[config.mk]
export PLATFORM = sky130hd
export DESIGN_NAME = spi_ram_ctrl
export DESIGN_NICKNAME = d
export VERILOG_FILES = /design/src/rtl/spi_ram_ctrl.sv
export SDC_FILE = /design/constraint.sdc
export NUM_CORES = 1
export LEC_CHECK = 0
export BUFFER_PORTS_ARGS = -buffer_cell sky130_fd_sc_hd__buf_2
export CORE_UTILIZATION = 30
export DETAILED_ROUTE_END_ITERATION = 8
export SLEW_MARGIN = 20
export SYNTH_ARGS = -nofsm -noshare
export SYNTH_HDL_FRONTEND = slang
export SYNTH_SLANG_ARGS = --single-unit
[constraint.sdc]
create_clock -name clk -period 2.7 [get_ports clk]
set_clock_uncertainty 0.1 [all_clocks]
set_input_delay 0.27 -clock clk [delete_from_list [all_inputs] [get_ports clk]]
set_output_delay 0.27 -clock clk [all_outputs]
set_load 0.03 [all_outputs]
[src/rtl/spi_ram_ctrl.sv]
// spi_ram_ctrl: decodes SPI command words into RAM accesses and shares the
// single RAM port with a local host port under round-robin arbitration.
module spi_ram_ctrl #(
    parameter int ADDR_WIDTH = 8,
    parameter int DATA_WIDTH = 8
) (
    input  logic                  clk,
    input  logic                  rst_n,
    input  logic                  rx_valid,
    input  logic [9:0]            rx_data,
    output logic                  tx_valid,
    output logic [7:0]            tx_data,
    input  logic                  host_req,
    input  logic                  host_we,
    input  logic [ADDR_WIDTH-1:0] host_addr,
    input  logic [DATA_WIDTH-1:0] host_wdata,
    output logic                  host_gnt,
    output logic                  host_rvalid,
    output logic [DATA_WIDTH-1:0] host_rdata,
    output logic                  ram_en,
    output logic                  ram_we,
    output logic [ADDR_WIDTH-1:0] ram_addr,
    output logic [DATA_WIDTH-1:0] ram_wdata,
    input  logic [DATA_WIDTH-1:0] ram_rdata,
    output logic                  spi_ovf
);
    typedef enum logic [2:0] {IDLE, SPI_ACC, HOST_ACC, SPI_RD, HOST_RD} state_t;

    state_t                state_q, state_d;
    logic                  prio_q, prio_d;
    logic                  rx_prev_q, rx_prev_d;
    logic [ADDR_WIDTH-1:0] wr_addr_q, wr_addr_d, rd_addr_q, rd_addr_d, op_addr_q, op_addr_d;
    logic [DATA_WIDTH-1:0] op_data_q, op_data_d;
    logic                  spi_pend_q, spi_pend_d, op_we_q, op_we_d, spi_ovf_q, spi_ovf_d;
    logic                  ram_en_q, ram_en_d, ram_we_q, ram_we_d;
    logic [ADDR_WIDTH-1:0] ram_addr_q, ram_addr_d;
    logic [DATA_WIDTH-1:0] ram_wdata_q, ram_wdata_d;
    logic                  host_gnt_q, host_gnt_d, host_rvalid_q, host_rvalid_d;
    logic [DATA_WIDTH-1:0] host_rdata_q, host_rdata_d;
    logic                  tx_valid_q, tx_valid_d;
    logic [7:0]            tx_data_q, tx_data_d;
    logic                  accept, spi_go, host_go;

    always_comb begin
        state_d       = state_q;
        prio_d        = prio_q;
        rx_prev_d     = rx_valid;
        wr_addr_d     = wr_addr_q;
        rd_addr_d     = rd_addr_q;
        op_addr_d     = op_addr_q;
        op_data_d     = op_data_q;
        op_we_d       = op_we_q;
        spi_pend_d    = spi_pend_q;
        spi_ovf_d     = spi_ovf_q;
        ram_en_d      = 1'b0;
        ram_we_d      = ram_we_q;
        ram_addr_d    = ram_addr_q;
        ram_wdata_d   = ram_wdata_q;
        host_gnt_d    = 1'b0;
        host_rvalid_d = 1'b0;
        host_rdata_d  = host_rdata_q;
        tx_valid_d    = 1'b0;
        tx_data_d     = tx_data_q;
        spi_go        = 1'b0;
        host_go       = 1'b0;
        accept        = rx_valid & ~rx_prev_q;
        // opcode bit 8 clear = address latch, set = data op (bit 9 selects read)
        if (accept) begin
            if (!rx_data[8]) begin
                if (rx_data[9]) rd_addr_d = rx_data[7:0];
                else wr_addr_d = rx_data[7:0];
            end else if (spi_pend_q) begin
                spi_ovf_d = 1'b1;
            end else begin
                spi_pend_d = 1'b1;
                op_we_d    = ~rx_data[9];
                op_addr_d  = rx_data[9] ? rd_addr_q : wr_addr_q;
                op_data_d  = rx_data[9] ? op_data_q : rx_data[7:0];
            end
        end
        case (state_q)
            IDLE: begin
                spi_go  = spi_pend_q & (~host_req | ~prio_q);
                host_go = host_req & ~spi_go;
                if (spi_go) begin
                    state_d     = SPI_ACC;
                    ram_en_d    = 1'b1;
                    ram_we_d    = op_we_q;
                    ram_addr_d  = op_addr_q;
                    ram_wdata_d = op_data_q;
                    spi_pend_d  = 1'b0;
                    prio_d      = 1'b1;
                end else if (host_go) begin
                    state_d     = HOST_ACC;
                    ram_en_d    = 1'b1;
                    ram_we_d    = host_we;
                    ram_addr_d  = host_addr;
                    ram_wdata_d = host_wdata;
                    host_gnt_d  = 1'b1;
                    prio_d      = 1'b0;
                end
            end
            SPI_ACC:  state_d = ram_we_q ? IDLE : SPI_RD;
            HOST_ACC: state_d = ram_we_q ? IDLE : HOST_RD;
            SPI_RD: begin
                tx_data_d  = ram_rdata;
                tx_valid_d = 1'b1;
                state_d    = IDLE;
            end
            HOST_RD: begin
                host_rdata_d  = ram_rdata;
                host_rvalid_d = 1'b1;
                state_d       = IDLE;
            end
            default: state_d = IDLE;
        endcase
    end

    always_ff @(posedge clk or negedge rst_n) begin
        if (!rst_n) begin
            state_q       <= IDLE;
            prio_q        <= 1'b0;
            rx_prev_q     <= 1'b0;
            wr_addr_q     <= '0;
            rd_addr_q     <= '0;
            op_addr_q     <= '0;
            op_data_q     <= '0;
            op_we_q       <= 1'b0;
            spi_pend_q    <= 1'b0;
            spi_ovf_q     <= 1'b0;
            ram_en_q      <= 1'b0;
            ram_we_q      <= 1'b0;
            ram_addr_q    <= '0;
            ram_wdata_q   <= '0;
            host_gnt_q    <= 1'b0;
            host_rvalid_q <= 1'b0;
            host_rdata_q  <= '0;
            tx_valid_q    <= 1'b0;
            tx_data_q     <= '0;
        end else begin
            state_q       <= state_d;
            prio_q        <= prio_d;
            rx_prev_q     <= rx_prev_d;
            wr_addr_q     <= wr_addr_d;
            rd_addr_q     <= rd_addr_d;
            op_addr_q     <= op_addr_d;
            op_data_q     <= op_data_d;
            op_we_q       <= op_we_d;
            spi_pend_q    <= spi_pend_d;
            spi_ovf_q     <= spi_ovf_d;
            ram_en_q      <= ram_en_d;
            ram_we_q      <= ram_we_d;
            ram_addr_q    <= ram_addr_d;
            ram_wdata_q   <= ram_wdata_d;
            host_gnt_q    <= host_gnt_d;
            host_rvalid_q <= host_rvalid_d;
            host_rdata_q  <= host_rdata_d;
            tx_valid_q    <= tx_valid_d;
            tx_data_q     <= tx_data_d;
        end
    end

    assign tx_valid    = tx_valid_q;
    assign tx_data     = tx_data_q;
    assign host_gnt    = host_gnt_q;
    assign host_rvalid = host_rvalid_q;
    assign host_rdata  = host_rdata_q;
    assign ram_en      = ram_en_q;
    assign ram_we      = ram_we_q;
    assign ram_addr    = ram_addr_q;
    assign ram_wdata   = ram_wdata_q;
    assign spi_ovf     = spi_ovf_q;
endmodule

==> results of run 1 <==
==> cell families (layout without fill, tap and decap cells) <==
kind of cell           after synthesis  in the layout  share of synthesized area [%]
buffers and inverters               18             99                           3.42
AOI/OAI and AO/OA                   33             33                           9.03
muxes                               48             48                           16.6
and+or+nand+nor                     42             42                           10.4
DFF                                 77             77                           60.5
==> per-layer routing <==
metal	vias up	part of all wire (%)	GRT usage [%]
met2	73	46	22.0
met3	9	5.5	2.87
met4	0	1.2	5.73
met1	1008	48	18.1
met5	-	0	0
li1	971	-	-
==> cell type report <==
type | count | share of cell area, %
tap | 136 | 4.34
clock buffer | 10 | 3.25
sequential | 77 | 49.1
clock inverter | 5 | 2.55
multi-input combinational | 123 | 29.6
timing repair buffer | 82 | 11.0
inverter | 2 | 0.191
==> through the flow <==
step / cells / utilization [%] / setup WS [ps]
floorplan: 218 / - / 999
global placement: 419 / 35.7 / 894
detailed placement: 419 / 35.7 / 863
CTS: 435 / 38.0 / 764
global route: 435 / 38.0 / 682
finish: 435 / 38.0 / 770
==> power by group <==
part / switching (uW) / leakage (uW) / internal, uW / total [uW]
registers: 291 / 0.000908 / 1650 / 1940
logic: 1150 / 0.000732 / 775 / 1930
clock network: 402 / 0.000116 / 606 / 1010
total: 1850 / 0.00176 / 3030 / 4880
==> path summary, 6_finish.rpt <==
check | startpoint | end | cells after the start
worst max-delay path | rx_valid | op_data_q[6] | 5
worst min-delay path | rst_n | tx_valid | 1
worst max register to register | spi_pend_q | op_data_q[6] | 3
worst min register to register | spi_ovf | spi_ovf | 1
max in group asynchronous | rst_n | ram_addr[6] | 1
min in group clk | ram_rdata[2] | tx_data[2] | 2
==> layout by cell type, fill, tap and decap left out <==
| master | n |
|---|---|
| nor4bb_4 | 1 |
| and3b_1 | 1 |
| inv_1 | 2 |
| nor4b_1 | 1 |
| bufinv_16 | 3 |
| nand3b_1 | 3 |
| mux2i_1 | 8 |
| nor4b_4 | 1 |
| mux2_2 | 40 |
| o21a_1 | 2 |
| nor3_2 | 1 |
| nand4b_1 | 18 |
| buf_4 | 6 |
| a21boi_0 | 2 |
| clkbuf_8 | 9 |
| nor2_1 | 9 |
| nor3b_1 | 1 |
| and2b_1 | 1 |
| nor4bb_2 | 1 |
| buf_2 | 75 |
| clkinv_2 | 2 |
| a21oi_1 | 9 |
| a21o_1 | 2 |
| o221a_2 | 17 |
| dfrtp_1 | 77 |
| clkbuf_1 | 1 |
| nand2b_1 | 2 |
| a31oi_1 | 1 |
| nand2_1 | 1 |
| dlygate4sd3_1 | 1 |
| and3_1 | 1 |
==> sequential cells by signal (all words and copies together), names as in the netlist, 3 cells and up <==
name and count:
ram_wdata 8, op_addr_q 8, tx_data 8, state_q 3, wr_addr_q 8, host_rdata 8, ram_addr 8, rd_addr_q 8
op_data_q 8
==> repair_timing <==
item                                    4_1_cts  5_1_grt
endpoints found under the hold margin         1        0
buffers inserted                              0        0
hold buffers                                  1        0
endpoints found under the setup margin        0        0
==> critical path, delay by kind of cell <==
| family | cells | cell delay, ps |
|---|---|---|
| buf+inv | 2 | 670 |
| simple gates | 2 | 730 |
| mux | 1 | 390 |
==> flow_summary.toml, run 1 <==
[yosys]
yosysUniqueCellTypes = 28
ys_seq_elements = 77
syn_inst = 218
synth_async_sr_flop_share_pct = 100
synth_ff_type = "dfrtp_1"
avgSynthCellArea_sq_um = 14.6
yosysTopAreaCellShare_pct = 60.5
seq_area_frac_synth_pct = 60.5
yosys.area.top_type = "dfrtp_1"
yosysMostFrequentCell = "dfrtp_1"
synth_nets = 257
ys_top_cells_by_area = "dfrtp_1, mux2_2, o221a_2"
synth_edf_count = 0
syn-cell-area_sq_um = 3190
ys_top_cells_by_count = "dfrtp_1, mux2_2, nand4b_1"
yosysWarnings = 0

[final_layout]
nets = 334
n_fill_cell = 1004
seq_area_sq_um = 1930
drive_gt1_share_pct = 52.2
multi_input_area_sq_um = 1160
syn2layout_area_growth_pct = 23.2
n_antenna_cell = 0
design_area_sq_um = 3930

[timing]
report.final.setup_viol = 0
hold_ws_ps = -23.6
tightest_slew_ps = 954
setup_tns_ps = 0
layout_min_cycle_time_ps = 1930
fmaxAchievable_mhz = 518
finalHoldViolations = 34
slew_viol_final = 0
fin_crit_sh_pct = 71.5
rsz0062_at_grt = "false"
slew_headroom_pct = 36.4

[floorplanning]
die_width_microns = 105
die_area_sq_um = 11000
rows = 37
core-area_sq_um = 10300
die_h_microns = 105
io_pins = 77
initial_core_util_pct = 30.9

[global_routing]
grt_max_degree = 78
track_usage_pct = 13.8
antenna_found_initial = 0
grt_pass1_wl_microns = 11500
grt_pass1_vias = 2112
grt_overflow = 0

[clock_network]
root_buffer = "clkbuf_8"
tritoncts = "yes"
cts-resized-gates = 0
clk_latency_ps = 340
htreeDepth = 3
cts_sinks = 77
cts_buffer_depth = 2
numCtsBuffers = 9
clk_pin_slew_ps = 80

[outcome]
status = "finished, violations left"
violations = "negative hold slack"

[routing]
ant_nets = 0
drcViolationCount = 0
drtIter0Drc = 106
wl_per_cell_microns = 16.1
drt_pass1_iterations = 4
finalWirelength_microns = 7030
via_count = 2061
vias_per_cell = 4.74

[worst_hold_path]
hold_class = "input port to async pin"

[power_and_ir_drop]
irDropWorstVdd_mv = 0.520
powerDensity_nw_per_um2 = 1240
power.leakage_uw = 0.00176
power_uw = 4880

[place]
hpwl_microns = 4780
routabilityCongestion = 0.703
io_buffers = 76
place_area_sq_um = 3690

[worst_setup_path]
r2r_setup_slack_ps = 870
cp.arrival_ps = 2050
cpPeakStageDelay_ps = 520
crit_type = "input port to register"
required_ps = 2820
critPathCaptureType = "register"
cp_max_fo = 9
cp_cell_sequence = "dlygate4sd3_1 -> buf_2 -> nor4bb_4 -> and2b_1 -> mux2_2"
slowest_stage = "dlygate4sd3_1"
cp-start-kind = "input port"

[run]
maxCapViolCount = 0
No activity file was read; power rests on OpenSTA's default activity.
==> run 2, diff against run 1 <==
==> constraint.sdc (replaced) <==
create_clock -name clk -period 1.7 [get_ports clk]
set_clock_uncertainty 0.1 [all_clocks]
set_input_delay 0.17 -clock clk [delete_from_list [all_inputs] [get_ports clk]]
set_output_delay 0.17 -clock clk [all_outputs]
set_load 0.03 [all_outputs]
==> flow_summary.toml, run 2 (same netlist as run 1, synthesis figures left out) <==
[final_layout]
nets = 368
utilization_pct = 41.1
syn2layout_area_growth_pct = 33.0
final_common_cell = "dfrtp_1"
final_cell_mix = "dfrtp_1, buf_2, mux2_2, buf_4"
n_fill_cell = 967
n_antenna_cell = 0
drive_gt1_share_pct = 52.7

[floorplanning]
die_h_microns = 105
core-area_sq_um = 10300
die_width_microns = 105
io_pins = 77
rows = 37
die_area_sq_um = 11000
initial_core_util_pct = 30.9

[clock_network]
root_buffer = "clkbuf_8"
cts_sinks = 77
cts_buffer_depth = 2
numCtsBuffers = 9
clk_latency_ps = 340
tritoncts = "yes"
htreeDepth = 3
clk_pin_slew_ps = 90

[routing]
ant_nets = 0
via_count = 2211
drt_pass1_iterations = 4
wl_per_cell_microns = 14.9
drcViolationCount = 0
vias_per_cell = 4.70
finalWirelength_microns = 6990
drtIter0Drc = 119

[timing]
slew_viol_final = 0
fin_crit_sh_pct = 95.4
report.final.setup_viol = 0
slew_headroom_pct = 67.5
rsz0062_at_grt = "false"
fmaxAchievable_mhz = 617
finalHoldViolations = 0
tightest_slew_ps = 487
layout_min_cycle_time_ps = 1620
setup_tns_ps = 0

[place]
routabilityCongestion = 0.709
hpwl_microns = 5070
io_buffers = 76

[worst_setup_path]
critPathCaptureType = "register"
reg2reg_from = "rx_prev_q"
r2r_setup_slack_ps = 80
cp.arrival_ps = 1760
slowest_stage = "dfrtp_1"
cp-start-kind = "register"
critPathBufInv = 2
cpPeakStageDelay_ps = 410
crit_top_cell = "buf_4"
crit_family = "flip-flops"
required_ps = 1830
cp_cell_sequence = "buf_4 -> nor4bb_4 -> buf_4 -> mux2_2"
r2r-end = "rd_addr_q[7]"
cp_max_fo = 6
reg2regPathDepth = 4
crit_type = "register to register"

[worst_hold_path]
hold_class = "input port to register"
whs_endpoint = "ram_addr[5]"
worstHoldPathCells = 3
hp-start = "host_addr[5]"

[outcome]
status = "finished clean"

[run]
maxCapViolCount = 0

[global_routing]
grt_max_degree = 38
track_usage_pct = 14.0
grt_pass1_wl_microns = 11800
grt_pass1_vias = 2360
antenna_found_initial = 0
grt_overflow = 0

[power_and_ir_drop]
irDropWorstVdd_mv = 0.755
power.leakage_uw = 0.00191
powerDensity_nw_per_um2 = 1820
-- run 2: changes by cell type in the layout (fill, tap and decap cells not counted), moves of 2 or more --
cell           before  now
clkinv_4            0    2
clkinvlp_4          0    2
buf_12              0    2
buf_4               6   21
bufinv_16           3    1
clkinv_2            2    0
dlygate4sd3_1       1   18
-- run 2: worst max-delay path by stage --
| stage | startpoint | to | slack [ps] | cells past startpoint |
|---|---|---|---|---|
| 2_1_floorplan | spi_pend_q | op_data_q[0] | 20 | 6 |
| 3_3_place_gp | rx_prev_q | rd_addr_q[0] | 80 | 4 |
| 3_5_place_dp | rx_prev_q | rd_addr_q[1] | 40 | 4 |
| 4_1_cts | rx_valid | op_data_q[5] | 1 | 6 |
| 5_1_grt | rx_valid | op_data_q[7] | 6 | 6 |
| 6_report | rx_prev_q | rd_addr_q[7] | 80 | 4 |
-- run 2: repair_timing --
action	CTS	global route
hold buffers	18	0
hold endpoints to repair	76	0
buffers inserted	0	1
endpoints found under the setup margin	0	14
gates resized for setup	0	2
-- run 2: per-layer routing --
layer  vias to the layer above  global-route usage, %  wire, microns
met1                      1091                   18.1           3320
met5                         -                      0              0
met2                        69                   22.6           3170
met3                        11                   3.49            373
li1                       1040                      -              -
met4                         0                   5.63            121
-- run 2: report_power, final --
group | internal [uW] | switching [uW]
combinational | 1390 | 1860
clock | 728 | 683
sequential | 2620 | 451
-- run 2: layout make-up --
type                       instances  area, sq um  area share (%)
timing repair buffer             116          753            17.8
clock buffer                      10          138            3.25
sequential                        77         1930            45.5
inverter                           2         7.51           0.177
multi-input combinational        123         1170            27.7
clock inverter                     6         71.3            1.68
tap                              136          170            4.01
-- run 2: through the flow --
step	cells	hold slack [ps]	setup WS [ps]	area [sq um]	power (uW)
2_1_floorplan	218	-226	16.4	3190	5300
3_3_place_gp	435	66.4	79.0	3830	6280
3_5_place_dp	435	71.0	35.9	3830	6350
4_1_cts	469	54.5	1.03	4220	7810
5_1_grt	470	64.3	5.55	4240	8230
6_report	470	70.2	78.6	4240	7730
-- run 2: tightest hold or removal path: stages --
cell and delay [ps]:
buf_2 70, nand4b_1 90, o221a_2 160
